### src/rtl/snake_body_store_if.sv
// Game-FSM to body-store bundle: update request, indexed read and status.
interface snake_body_store_if #(
    parameter int SNAKE_LENGTH_BIT = 6
);
    logic                        sync_reset;
    logic                        move;
    logic                        grow;
    logic [6:0]                  new_head_x;
    logic [6:0]                  new_head_y;
    logic [SNAKE_LENGTH_BIT-1:0] body_count;
    logic [6:0]                  snake_body_x;
    logic [6:0]                  snake_body_y;
    logic [SNAKE_LENGTH_BIT-1:0] snake_length;
    logic                        busy;
    logic                        move_done;
    logic                        full;

    modport master (
        output sync_reset, move, grow,
        output new_head_x, new_head_y, body_count,
        input  snake_body_x, snake_body_y,
        input  snake_length, busy, move_done, full
    );

    modport slave (
        input  sync_reset, move, grow,
        input  new_head_x, new_head_y, body_count,
        output snake_body_x, snake_body_y,
        output snake_length, busy, move_done, full
    );
endinterface

### src/rtl/snake_body_store.sv
// Snake segment list: registered indexed reads, one-segment-per-cycle shift
// on move/grow, head written last.
module snake_body_store #(
    parameter int SNAKE_LENGTH_BIT = 6,
    parameter int MAX_LENGTH       = 63,
    parameter int INIT_LENGTH      = 3,
    parameter int INIT_X           = 40,
    parameter int INIT_Y           = 30
) (
    input logic               clock_25,
    input logic               reset,
    snake_body_store_if.slave bus
);
    localparam int W     = SNAKE_LENGTH_BIT;
    localparam int DEPTH = 2 ** W;

    localparam logic [W-1:0] ONE      = W'(1);
    localparam logic [W-1:0] INIT_LEN = W'(INIT_LENGTH);
    localparam logic [W-1:0] MAX_LEN  = W'(MAX_LENGTH);

    typedef enum logic [1:0] {
        IDLE,
        SHIFT,
        INSERT
    } state_t;

    state_t       state_q;
    logic [6:0]   mem_x_q [DEPTH];
    logic [6:0]   mem_y_q [DEPTH];
    logic [W-1:0] idx_q;
    logic [W-1:0] new_len_q;
    logic [W-1:0] len_q;
    logic [6:0]   head_x_q;
    logic [6:0]   head_y_q;
    logic [6:0]   rd_x_q;
    logic [6:0]   rd_y_q;
    logic         busy_q;
    logic         done_q;
    logic         full_q;
    logic [W-1:0] new_len_d;

    // A grow at full length degrades to a plain move.
    always_comb begin
        new_len_d = len_q;
        if (bus.grow && (len_q < MAX_LEN)) begin
            new_len_d = len_q + ONE;
        end
    end

    always_ff @(posedge clock_25 or posedge reset) begin
        if (reset) begin
            for (int i = 0; i < DEPTH; i++) begin
                mem_x_q[i] <= (i < INIT_LENGTH) ? 7'(INIT_X - i) : 7'd0;
                mem_y_q[i] <= (i < INIT_LENGTH) ? 7'(INIT_Y) : 7'd0;
            end
            state_q   <= IDLE;
            idx_q     <= '0;
            new_len_q <= '0;
            len_q     <= INIT_LEN;
            head_x_q  <= '0;
            head_y_q  <= '0;
            rd_x_q    <= '0;
            rd_y_q    <= '0;
            busy_q    <= 1'b0;
            done_q    <= 1'b0;
            full_q    <= (INIT_LEN == MAX_LEN);
        end else if (bus.sync_reset) begin
            for (int i = 0; i < DEPTH; i++) begin
                mem_x_q[i] <= (i < INIT_LENGTH) ? 7'(INIT_X - i) : 7'd0;
                mem_y_q[i] <= (i < INIT_LENGTH) ? 7'(INIT_Y) : 7'd0;
            end
            state_q   <= IDLE;
            idx_q     <= '0;
            new_len_q <= '0;
            len_q     <= INIT_LEN;
            head_x_q  <= '0;
            head_y_q  <= '0;
            rd_x_q    <= '0;
            rd_y_q    <= '0;
            busy_q    <= 1'b0;
            done_q    <= 1'b0;
            full_q    <= (INIT_LEN == MAX_LEN);
        end else begin
            // Out-of-range indices read back as the off-grid sentinel.
            if (bus.body_count >= len_q) begin
                rd_x_q <= 7'h7F;
                rd_y_q <= 7'h7F;
            end else begin
                rd_x_q <= mem_x_q[bus.body_count];
                rd_y_q <= mem_y_q[bus.body_count];
            end

            unique case (state_q)
                IDLE: begin
                    done_q <= 1'b0;
                    if (bus.move) begin
                        head_x_q  <= bus.new_head_x;
                        head_y_q  <= bus.new_head_y;
                        new_len_q <= new_len_d;
                        idx_q     <= new_len_d - ONE;
                        busy_q    <= 1'b1;
                        state_q   <= SHIFT;
                    end
                end
                SHIFT: begin
                    mem_x_q[idx_q] <= mem_x_q[idx_q - ONE];
                    mem_y_q[idx_q] <= mem_y_q[idx_q - ONE];
                    idx_q          <= idx_q - ONE;
                    if (idx_q == ONE) begin
                        state_q <= INSERT;
                    end
                end
                INSERT: begin
                    mem_x_q[0] <= head_x_q;
                    mem_y_q[0] <= head_y_q;
                    len_q      <= new_len_q;
                    full_q     <= (new_len_q == MAX_LEN);
                    busy_q     <= 1'b0;
                    done_q     <= 1'b1;
                    state_q    <= IDLE;
                end
                default: begin
                    state_q <= IDLE;
                end
            endcase
        end
    end

    assign bus.snake_body_x = rd_x_q;
    assign bus.snake_body_y = rd_y_q;
    assign bus.snake_length = len_q;
    assign bus.busy         = busy_q;
    assign bus.move_done    = done_q;
    assign bus.full         = full_q;
endmodule

### src/flat_wrapper.sv
// flat-port wrapper written by rule: the top's interface ports become plain ports
module snake_body_store_flat 
#(
    parameter int SNAKE_LENGTH_BIT = 6,
    parameter int MAX_LENGTH       = 63,
    parameter int INIT_LENGTH      = 3,
    parameter int INIT_X           = 40,
    parameter int INIT_Y           = 30
)
  (clock_25, reset, bus_sync_reset, bus_move, bus_grow, bus_new_head_x, bus_new_head_y, bus_body_count, bus_snake_body_x, bus_snake_body_y, bus_snake_length, bus_busy, bus_move_done, bus_full);
  snake_body_store_if #(.SNAKE_LENGTH_BIT(SNAKE_LENGTH_BIT)) bus_i ();
  input logic clock_25;
  input logic reset;
  input wire logic [$bits(bus_i.sync_reset)-1:0] bus_sync_reset;
  input wire logic [$bits(bus_i.move)-1:0] bus_move;
  input wire logic [$bits(bus_i.grow)-1:0] bus_grow;
  input wire logic [$bits(bus_i.new_head_x)-1:0] bus_new_head_x;
  input wire logic [$bits(bus_i.new_head_y)-1:0] bus_new_head_y;
  input wire logic [$bits(bus_i.body_count)-1:0] bus_body_count;
  output wire logic [$bits(bus_i.snake_body_x)-1:0] bus_snake_body_x;
  output wire logic [$bits(bus_i.snake_body_y)-1:0] bus_snake_body_y;
  output wire logic [$bits(bus_i.snake_length)-1:0] bus_snake_length;
  output wire logic [$bits(bus_i.busy)-1:0] bus_busy;
  output wire logic [$bits(bus_i.move_done)-1:0] bus_move_done;
  output wire logic [$bits(bus_i.full)-1:0] bus_full;
  assign bus_i.sync_reset = bus_sync_reset;
  assign bus_i.move = bus_move;
  assign bus_i.grow = bus_grow;
  assign bus_i.new_head_x = bus_new_head_x;
  assign bus_i.new_head_y = bus_new_head_y;
  assign bus_i.body_count = bus_body_count;
  assign bus_snake_body_x = bus_i.snake_body_x;
  assign bus_snake_body_y = bus_i.snake_body_y;
  assign bus_snake_length = bus_i.snake_length;
  assign bus_busy = bus_i.busy;
  assign bus_move_done = bus_i.move_done;
  assign bus_full = bus_i.full;
  snake_body_store #(.SNAKE_LENGTH_BIT(SNAKE_LENGTH_BIT), .MAX_LENGTH(MAX_LENGTH), .INIT_LENGTH(INIT_LENGTH), .INIT_X(INIT_X), .INIT_Y(INIT_Y)) u_core (.clock_25(clock_25), .reset(reset), .bus(bus_i));
endmodule
### config.mk
export PLATFORM = sky130hd
export DESIGN_NAME = snake_body_store_flat
export DESIGN_NICKNAME = d
export VERILOG_FILES = /design/src/rtl/snake_body_store_if.sv /design/src/rtl/snake_body_store.sv /design/src/flat_wrapper.sv
export SDC_FILE = /design/constraint.sdc
export NUM_CORES = 2
export LEC_CHECK = 0
export ABC_AREA = 1
export CAP_MARGIN = 20
export CORE_MARGIN = 3
export CORE_UTILIZATION = 58
export DETAILED_ROUTE_END_ITERATION = 7
export DONT_BUFFER_PORTS = 1
export PLACE_DENSITY = 0.82
export SKIP_CTS_REPAIR_TIMING = 1
export SLEW_MARGIN = 25
export SYNTH_ARGS = -nofsm -noshare
export SYNTH_HDL_FRONTEND = slang
export SYNTH_SLANG_ARGS = --single-unit
### constraint.sdc
create_clock -name clock_25 -period 35.2 [get_ports clock_25]
set_input_delay 7.04 -clock clock_25 [delete_from_list [all_inputs] [get_ports clock_25]]
set_output_delay 7.04 -clock clock_25 [all_outputs]
set_load 0.1 [all_outputs]
==> summary.md <==
| Metric | Value |
|---|---|
| Status | finished with violations |
| Failing checks | DRC, slew limit |
| Hold crit path type | reg2reg |
| Worst setup SP type | input pin |
| CP bufs+invs | 3 |
| Final-report hold violation count | 0 |
| RSZ-0062 raised after global routing | no |
| Top FF cell, synth | dfrtp_1 |
| Clock power frac | between 20% and 30% |
| Ranking of synthesized cells by area | dfrtp_1, nand2_1, nand3_1 |
| H-tree depth | 3 |
| First-pass GRT wire length | roughly 300000 um |
| Post-synth top area cell | dfrtp_1 |
| Share of power burned in registers | between 20% and 30% |
| Final instance area | roughly 55000 um^2 |
| Max_slew headroom | -10.4% |
| Dpl hpwl | 116000 um |
| Nets@finish | 6820 |
| Overflow after GRT | 0 |
| Vias in the first global route | between 50000 and 60000 |
| Die span in x | 308 um |
| Initial Util | between 50% and 60% |
| Final core occ | between 60 and 70% |
| Fraction of layout cells with a size suffix above 1 | under 10% |
| Critical path data required time | between 30000 and 40000 ps |
| DRC violations left | 84 |
| Routed WL | 205000 um |
| Critical path class | in2reg |
| Leak Pwr | ~24 nW |
| Initial antenna violation count | 11 |
| Worst VDD drop | ~0.24 mV |
| Clock root cell | clkbuf_16 |
| Net switching power | around 3 mW |
| Routed WL per cell | approximately 25 um |
| Placer Congestion | approximately 1.0 |
| CTS clk-pin slew, worst paths | around 60 ps |
| Crit. End Element | flop |
| Synthesized area per cell | approximately 7.3 um^2 |
| Clk buf depth | 3 |
| Die height | ~310 um |
| Number of max-cap violations | 0 |
| Cell Area, Synth | approximately 53000 um^2 |
| Net Sw Frac | a little under three fifths |
| Skew-Pair Late Insertion Delay | around 730 ps |
| Max Clk Rate | approximately 0.1 GHz |
| Share of the synthesized area in the top cell type | 43.8% |
| Period utilization | between 20% and 30% |
| Final Max Slew Viols | about 180 |
| Seq cells post-synth | ~950 |
| Fin worst setup slack | around 25000 ps |
| Largest stage delay, worst path | approximately 840 ps |
| P_int | 2.37 mW |
| Synthesized instance count | 7208 |
| 1st-iter DRT viols | 11100 |
| Worst Tran Pin Value | between 1500 and 2000 ps |
| Pre-CTS setup slack | between 20000 and 25000 ps |
| Post-DRT Antenna Nets | 0 |
| Post-synthesis sequential area ratio | 45.0% |
| Final TNS setup | 0 ps |
| Port bufs | 0 |
| Number of synthesized flops with an enable pin | 0 |
| Worst hold margin | 497 ps |
| Comb pwr share | roughly 56% |
| Core ar. | between 80000 and 90000 um^2 |
| Data arrival, critical path | about 11000 ps |
| Area delta synth->final | 5.10% |
| Largest delay contributor family on the critical path | buffers and inverters |
| Total CTS buffers | just under 100 |
| Via Count | 55500 |
| Top cell by count, worst path | nand2_1 |
| # setup viols final | 0 |
| DR vias/cell | 6.91 |
| CP max FO | 223 |
| Die area | 94600 um^2 |
| Sinks on Clock Net | about 950 |
| Syn_nets | around 7200 |
| Post-layout min period | approximately 10000 ps |
| Power Dens Cells | approximately 97 nW/um^2 |
| Pin count of the biggest net entering global routing | approximately 610 |
| Fraction of registers with async set/reset | 100% |
| CTS tree | yes |
| Standard-cell rows | between 100 and 150 |
| Critical path, cell by cell | inv_8 -> buf_4 -> nand3_1 -> nand3_1 -> nand2_1 -> nand2_1 -> nand2_1 -> o211ai_1 -> nand3_1 -> nand2_1 -> inv_1 |
| Warnings from Yosys | 0 |
| Top Ports | 48 |
| Placed cell areas | between 50000 and 60000 um^2 |
| Layout fillers | between 7000 and 8000 |
| Clk_skew | between 40 and 50 ps |
| Detailed Routing Iterations Pass 1 | 8 |
| Total Routing Usage GR | between 40% and 50% |
| Highest-delay cell along the critical path | inv_8 |
| Post-synthesis cell type count | slightly above 40 |
-- sequential cells by signal, summed over array words and instances, names as in the netlist --
signal,cells
u_core.bus.full,1
u_core.head_x_q,7
u_core.state_q,2
u_core.bus.busy,1
u_core.idx_q,6
u_core.bus.snake_length,6
u_core.bus.snake_body_x,7
u_core.head_y_q,7
u_core.mem_x_q,448
u_core.mem_y_q,448
u_core.bus.snake_body_y,7
u_core.new_len_q,6
u_core.bus.move_done,1
-- path summary, 6_finish.rpt --
kind	start	to	slack [ps]	depth (start not counted)
setup / recovery	bus_body_count[1]	u_core.bus.snake_body_y[1]	25240	11
max in group asynchronous	reset	u_core.mem_y_q[331]	25500	5
setup reg to reg	u_core.idx_q[0]	u_core.mem_x_q[49]	28250	13
hold reg to reg	u_core.mem_y_q[442]	u_core.mem_y_q[442]	500	2
hold / removal	u_core.mem_y_q[442]	u_core.mem_y_q[442]	500	2
min in group asynchronous	reset	u_core.mem_y_q[200]	6320	1
-- power groups by stage --
stage          clock network (mW)  logic (mW)  registers, mW
2_1_floorplan                   0        1.94           1.21
3_3_place_gp                    0        2.73           1.23
3_5_place_dp                    0        2.75           1.23
4_1_cts                      1.14        2.76           1.21
5_1_grt                      1.18        3.03           1.22
6_report                     1.15        3.03           1.22
-- metrics by stage --
stage                     power, mW  std cells
after floorplan                3.14       7208
after global placement         3.96       7848
after detailed placement       3.98       7848
after CTS                      5.11       8030
after global routing           5.43       8032
final                          5.39       8037
-- layer usage --
metal	GRT usage (%)	vias up	wire length, um
li1	-	23500	-
met1	52.3	25800	69200
met3	19.2	1379	34700
met5	0.455	-	80
met4	28.7	8	18200
met2	58.6	4906	82500
-- placed cells by master (no fill, tap or decap), types with 14 or more instances in the layout --
cell          n
nand2_1    1928
o22ai_1     368
clkbuf_1     20
a21oi_1     436
clkbuf_16   103
nand4_1      23
dfrtp_1     915
o211ai_1     62
o21ai_1     352
buf_4        49
inv_1       520
dfstp_2      23
nor2_1      111
o21ai_0     541
clkbuf_8     19
bufinv_16    14
nand3_1    1244
clkinv_2     19
-- final cells by class --
cell class / count / area [um^2] / area share [%]
Timing Repair Buffer: 60 / 552 / 0.995
Sequential cell: 947 / 23700 / 42.8
Multi-Input combinational cell: 5133 / 24100 / 43.5
Antenna cell: 5 / 12.5 / 0.0226
Inverter: 545 / 2100 / 3.78
Tap cell: 1165 / 1460 / 2.63
Clock inverter: 40 / 571 / 1.03
Clock buffer: 142 / 2910 / 5.26
-- Yosys cell counts (2+ instances only) --
master	number
o21ai_1	352
o22ai_1	368
dfrtp_1	924
nor3_1	5
nand2_2	14
inv_1	525
nand3_1	1244
buf_4	39
clkinv_1	9
nor2_1	114
buf_6	50
o31ai_1	5
a21oi_1	436
buf_1	68
dfstp_2	23
inv_2	9
o21ai_0	541
clkbuf_1	233
a22oi_1	4
nand2_1	1932
o211ai_1	62
buf_2	193
nor2_4	5
nor3_2	2
ha_1	9
nor3_4	2
inv_4	2
xor2_1	3
nand4_1	23
-- cells by family after synthesis --
| logic type | after synthesis | synth area share, % |
|---|---|---|
| AOI/OAI and AO/OA | 1773 | 18.1 |
| xor gates and xnor gates | 4 | 0.0664 |
| adders and majority gates | 9 | 0.214 |
| buffers and inverters | 1128 | 9.48 |
| DFF | 947 | 45.0 |
| and+or+nand+nor | 3347 | 27.2 |
-- worst reg2reg max path: stages (launching register included) --
cell and delay, ps:
dfrtp_4 560, inv_8 460, ha_4 510, inv_8 700, buf_4 770, buf_4 860, nand3_1 210, nand3_1 140
nand3_1 180, nand3_1 290, nand3_1 410, nand2_2 810, buf_4 680, o22ai_1 170
Power figures use the tool's default switching activity.
